===== src/rtl/sine_duty_seq_if.sv =====
// Duty-word handshake and sequencing controls between sine_duty_seq and its PWM stage.
// The sequencer drives the duty word; the PWM side supplies ticks, settings and ready.
interface sine_duty_seq_if #(
  parameter int R  = 6,
  parameter int DW = 16
);
  logic          en;
  logic          period_tick;
  logic [DW-1:0] step_div;
  logic [5:0]    phase_inc;
  logic          duty_ready;
  logic [R-1:0]  duty;
  logic          duty_valid;
  logic [5:0]    phase;
  logic          overrun;

  modport master (
    input  en, period_tick, step_div, phase_inc, duty_ready,
    output duty, duty_valid, phase, overrun
  );

  modport slave (
    output en, period_tick, step_div, phase_inc, duty_ready,
    input  duty, duty_valid, phase, overrun
  );
endinterface


===== src/rtl/sine_duty_seq.sv =====
// 64-point sine duty sequencer: steps phase every step_div PWM periods, folds it
// through a quarter-wave LUT and presents each duty word on a valid/ready handshake.
//
// state   | meaning
// IDLE    | disabled, counter held at 0, no word presented
// COUNT   | counting period ticks toward the next sample
// PRESENT | duty word valid and waiting for acceptance; ticks keep counting
module sine_duty_seq #(
  parameter int R  = 6,
  parameter int DW = 16
) (
  input logic             clk,
  input logic             rst_n,
  sine_duty_seq_if.master bus
);

  typedef enum logic [1:0] {IDLE, COUNT, PRESENT} state_t;

  // sin(pi*i/32) scaled by 2^30; exact for i = 0 and 16
  localparam longint unsigned SIN_Q30 [17] = '{
    64'd0,          64'd105245103,  64'd209476638,  64'd311690799,
    64'd410903207,  64'd506158392,  64'd596538995,  64'd681174602,
    64'd759250125,  64'd830013654,  64'd892783698,  64'd946955747,
    64'd992008094,  64'd1027506862, 64'd1053110176, 64'd1068571463,
    64'd1073741824
  };
  localparam longint unsigned AMP = (64'd1 << (R - 1)) - 64'd1;

  logic [R-2:0] lut [17];

  for (genvar gi = 0; gi < 17; gi++) begin : g_lut
    localparam longint unsigned PROD = AMP * SIN_Q30[gi];
    localparam longint unsigned MAG  = (PROD + 64'd536870912) >> 30;
    assign lut[gi] = MAG[R-2:0];
  end

  state_t        state, state_nxt;
  logic [DW-1:0] cnt, cnt_nxt;
  logic [5:0]    phase_q, phase_nxt;
  logic [R-1:0]  duty_q, duty_nxt;
  logic          valid_q, valid_nxt;
  logic          ovr_q, ovr_nxt;

  logic [DW:0]   cnt_inc, thr;
  logic          step_done;
  logic [5:0]    phase_step;
  logic [4:0]    fold_m, fold_idx;
  logic [R-2:0]  mag;
  logic [R-1:0]  duty_step;

  assign cnt_inc    = {1'b0, cnt} + {{DW{1'b0}}, 1'b1};
  assign thr        = (bus.step_div == '0) ? {{DW{1'b0}}, 1'b1} : {1'b0, bus.step_div};
  assign step_done  = bus.period_tick && (cnt_inc >= thr);
  assign phase_step = phase_q + bus.phase_inc;

  assign fold_m    = phase_step[4:0];
  assign fold_idx  = (fold_m > 5'd16) ? 5'(6'd32 - {1'b0, fold_m}) : fold_m;
  assign mag       = lut[fold_idx];
  // Upper half: mid + T; lower half: (mid - 1) - T, which is the bitwise inverse of T
  assign duty_step = phase_step[5] ? {1'b0, ~mag} : {1'b1, mag};

  always_ff @(posedge clk or negedge rst_n) begin
    if (!rst_n) begin
      state   <= IDLE;
      cnt     <= '0;
      phase_q <= '0;
      duty_q  <= {1'b1, {(R-1){1'b0}}};
      valid_q <= 1'b0;
      ovr_q   <= 1'b0;
    end else begin
      state   <= state_nxt;
      cnt     <= cnt_nxt;
      phase_q <= phase_nxt;
      duty_q  <= duty_nxt;
      valid_q <= valid_nxt;
      ovr_q   <= ovr_nxt;
    end
  end

  always_comb begin
    state_nxt = state;
    cnt_nxt   = cnt;
    phase_nxt = phase_q;
    duty_nxt  = duty_q;
    valid_nxt = valid_q;
    ovr_nxt   = ovr_q;
    if (!bus.en) begin
      state_nxt = IDLE;
      cnt_nxt   = '0;
      valid_nxt = 1'b0;
      ovr_nxt   = 1'b0;
    end else begin
      case (state)
        IDLE: begin
          state_nxt = COUNT;
          cnt_nxt   = '0;
        end
        COUNT, PRESENT: begin
          if (bus.period_tick) cnt_nxt = cnt_inc[DW-1:0];
          if (step_done) begin
            cnt_nxt   = '0;
            phase_nxt = phase_step;
            duty_nxt  = duty_step;
            valid_nxt = 1'b1;
            state_nxt = PRESENT;
            // Simultaneous acceptance retires the old word cleanly
            if (state == PRESENT && !bus.duty_ready) ovr_nxt = 1'b1;
          end else if (state == PRESENT && bus.duty_ready) begin
            valid_nxt = 1'b0;
            state_nxt = COUNT;
          end
        end
        default: state_nxt = IDLE;
      endcase
    end
  end

  assign bus.duty       = duty_q;
  assign bus.duty_valid = valid_q;
  assign bus.phase      = phase_q;
  assign bus.overrun    = ovr_q;

endmodule


===== src/flat_wrapper.sv =====
// flat-port wrapper written by rule: the top's interface ports become plain ports
module sine_duty_seq_flat 
#(
  parameter int R  = 6,
  parameter int DW = 16
)
  (clk, rst_n, bus_en, bus_period_tick, bus_step_div, bus_phase_inc, bus_duty_ready, bus_duty, bus_duty_valid, bus_phase, bus_overrun);
  sine_duty_seq_if #(.R(R), .DW(DW)) bus_i ();
  input logic clk;
  input logic rst_n;
  input wire logic [$bits(bus_i.en)-1:0] bus_en;
  input wire logic [$bits(bus_i.period_tick)-1:0] bus_period_tick;
  input wire logic [$bits(bus_i.step_div)-1:0] bus_step_div;
  input wire logic [$bits(bus_i.phase_inc)-1:0] bus_phase_inc;
  input wire logic [$bits(bus_i.duty_ready)-1:0] bus_duty_ready;
  output wire logic [$bits(bus_i.duty)-1:0] bus_duty;
  output wire logic [$bits(bus_i.duty_valid)-1:0] bus_duty_valid;
  output wire logic [$bits(bus_i.phase)-1:0] bus_phase;
  output wire logic [$bits(bus_i.overrun)-1:0] bus_overrun;
  assign bus_i.en = bus_en;
  assign bus_i.period_tick = bus_period_tick;
  assign bus_i.step_div = bus_step_div;
  assign bus_i.phase_inc = bus_phase_inc;
  assign bus_i.duty_ready = bus_duty_ready;
  assign bus_duty = bus_i.duty;
  assign bus_duty_valid = bus_i.duty_valid;
  assign bus_phase = bus_i.phase;
  assign bus_overrun = bus_i.overrun;
  sine_duty_seq #(.R(R), .DW(DW)) u_core (.clk(clk), .rst_n(rst_n), .bus(bus_i));
endmodule

===== config.mk =====
export PLATFORM = sky130hd
export DESIGN_NAME = sine_duty_seq_flat
export DESIGN_NICKNAME = d
export VERILOG_FILES = /design/src/rtl/sine_duty_seq_if.sv /design/src/rtl/sine_duty_seq.sv /design/src/flat_wrapper.sv
export SDC_FILE = /design/constraint.sdc
export NUM_CORES = 1
export LEC_CHECK = 0
export CORE_MARGIN = 2
export CORE_UTILIZATION = 55
export CTS_CLUSTER_DIAMETER = 40
export CTS_CLUSTER_SIZE = 24
export DETAILED_ROUTE_END_ITERATION = 10
export GPL_ROUTABILITY_DRIVEN = 0
export PLACE_DENSITY = 0.82
export SLEW_MARGIN = 5
export SYNTH_ARGS = -nofsm -noshare
export SYNTH_HDL_FRONTEND = slang
export SYNTH_SLANG_ARGS = --single-unit

===== constraint.sdc =====
create_clock -name clk -period 4.05 [get_ports clk]
set_input_delay 0.81 -clock clk [delete_from_list [all_inputs] [get_ports clk]]
set_output_delay 0.81 -clock clk [all_outputs]
set_load 0.005 [all_outputs]

==> out/metrics.cfg <==
[sta]
final.period_utilization_pct = 92.51
fin_crit_ps = 3747
tns_ps = 0
slew_violations = 0
hold_viol = 0
worst_pin_slew_ps = 606.5
setup_viol = 0
slew_headroom_pct = 59.48
postLayoutSetupSlackWorst_ps = 303.3
fin_skew_ps = 5.652
max_freq_mhz = 266.9
grt_setup_unrepaired = no

[floorplanning]
pin_count = 41
dieArea_um2 = 5755
die_x_um = 75.86
rows = 26
core_um2 = 5042
start_util_pct = 56.33
chipHeight_um = 75.86

[hold_path]
hold_end = u_core.bus.duty[5]
holdCritPathClass = flip-flop to flip-flop
hp-start = u_core.bus.duty[5]
min_path_cells = 2

[logic_synthesis]
yosysUniqueCellTypes = 69
synthCells = 326
ys_ff_latch = 32
synth_area_per_cell_um2 = 8.712
netlist_area_um2 = 2840
synth_ff_type = dfrtp_1
ys_seq_area_share_pct = 28.24
syn_nets = 383
synth_async_sr_flop_share_pct = 100.0
synth_edf_count = 0
yosys_warnings = 0

[drt]
drc = 0
wl_met1_um = 3280
ant_nets = 0
viasPerCell = 6.129
met3_length_um = 435
vias = 2715
drt-total-wl_um = 6901
met2WireLength_um = 3175
dr.pass1.iters = 5
wl_per_cell_um = 15.58
top_layer = met4
first_iter_violations = 158

[finish]
nets = 429
n_antenna_cell = 0
syn_to_final_growth_pct = 22.33
fin_cells = 443
fin_area_um2 = 3475
drive_gt1_share_pct = 9.383

[clock_network]
clk_latency_ps = 280
cts-resized-gates = 0
post_cts_buffers = 0
path_clk_slew_ps = 70
ctsHoldBuffers = 0
cts-root-buf = clkbuf_8
cts_tree = yes
cts_sinks = 32
numCtsBuffers = 5
clockBufferDepth = 2
htree_levels = 2

[placement]
placed_cells = 435
io_buffers = 40
dpl.hpwl_um = 5189
dpl_cell_area_um2 = 3348
place_ws_ps = 39.44

[worst_setup_path]
reg2reg_depth = 14
required_ps = 4270
max_stage_delay_ps = 500
start_kind = primary input
timing.rr.start = u_core.cnt[2]
r2r-end = u_core.bus.duty[1]
worstPathCellList = clkdlybuf4s50_1 -> ha_1 -> fa_1 -> a211oi_2 -> o21bai_1 -> a311oi_2 -> nor2_1 -> a311o_1 -> or4_1 -> nand3_1
slowest_stage = fa_1
cp-end-kind = flip-flop
rrSetupSlack_ps = 410
crit_type = primary input to flip-flop
worstSetupStartpoint = bus_phase_inc[0]
cp_max_fo = 6
worstPathArrival_ps = 3970

[flow_run]
cap_violations = 0

[global_routing]
grt_first_pass_wirelength_um = 11490
grt_use_total_pct = 25.72
antenna_found_initial = 0
grt_overflow_total = 0
grt_pass1_vias = 2491
grt_start_max_net_pins = 33

[power_and_ir_drop]
finalPower_mw = 0.8105
ir_worst_vdd_mv = 0.2030
power_density_nw_per_um2 = 233.3
leakage_nw = 1.632

[status]
run_status = finished, final reports clean

how the worst max path moves through the flow:
stage,end,slack (ps),depth (start not counted)
after floorplan,u_core.bus.duty[3],350,12
after global placement,u_core.bus.duty[3],160,12
after detailed placement,u_core.bus.duty[3],40,12
after CTS,u_core.bus.duty[3],330,12
after global routing,u_core.bus.duty[1],90,14
final,u_core.bus.duty[3],300,10
sequential cells by signal (all words and copies together) (netlist names):
name / cells
u_core.bus.duty_valid: 1
u_core.bus.overrun: 1
u_core.cnt: 16
u_core.state: 2
u_core.bus.phase: 6
u_core.bus.duty: 6
worst max-delay path: cells and delay by family:
kind	cells	cell delay [ps]
compound gates	4	1410
fa+ha+maj	2	720
buf+inv	1	400
simple gates	3	620
synth_stat cells (all sizes together) (6+ instances only):
library cell   n  share of area, %
a21oi         10               1.8
o21ai         22               4.0
a32o           9               3.2
clkbuf         7              0.93
xnor2         12               3.7
and3           9               2.0
nand3         14               2.5
a211oi         7               2.0
nand2         33               4.4
inv           26               3.4
o211ai         6               1.6
xor2           9               3.0
dfrtp         31                27
ha            29                13
nor2          13               1.8
a31oi         13               2.9
cell type report:
| cell class | instances | area, µm² |
|---|---|---|
| Multi-Input combinational cell | 256 | 1878 |
| Clock inverter | 1 | 30.03 |
| Clock buffer | 7 | 96.34 |
| Fill cell | 392 | 1568 |
| Inverter | 26 | 97.59 |
| Sequential cell | 32 | 802.0 |
| Tap cell | 70 | 87.58 |
| Timing Repair Buffer | 51 | 483.0 |
cell families (layout without fill, tap and decap cells):
group	count (synthesis)	count (layout)	share of synthesized area (%)
compound gates	99	99	26.08
xor+xnor	21	21	6.740
fa+ha+maj	30	30	13.48
buf+inv	38	85	5.639
flops	32	32	28.24
mux	3	3	1.057
simple gates	103	103	18.77
stage by stage:
step | hold slack [ps] | util (%)
CTS | 492.4 | 68.91
floorplan | 469.8 | -
detailed placement | 482.4 | 66.40
global placement | 476.1 | 66.40
finish | 489.4 | 68.91
global route | 527.8 | 68.91
placed cells by master, fill, tap and decap left out, drive strengths merged, types with 7 or more instances in the layout:
cell type | netlist | layout
and3 | 9 | 9
a31oi | 13 | 13
xor2 | 9 | 9
a211oi | 7 | 7
a21oi | 10 | 10
nor2 | 13 | 13
o21ai | 22 | 22
clkdlybuf4s50 | 0 | 40
a32o | 9 | 9
nand3 | 14 | 14
ha | 29 | 29
dfrtp | 31 | 31
inv | 26 | 26
clkbuf | 7 | 7
xnor2 | 12 | 12
nand2 | 33 | 33
buf | 4 | 11
where the power goes:
part	total [mW]	leakage (nW)	internal (mW)	switching, mW
Sequential	0.324	0.442	0.322	0.00247
Combinational	0.153	1.13	0.0688	0.0837
Clock	0.334	0.0645	0.217	0.117
Total	0.810	1.63	0.608	0.203
routing by layer:
metal | up-vias | track usage (%)
met4 | 0 | 7.602
met3 | 2 | 4.497
met5 | - | 0
met2 | 93 | 38.79
met1 | 1301 | 37.61
li1 | 1319 | -
(Power assumes the default switching activity.)
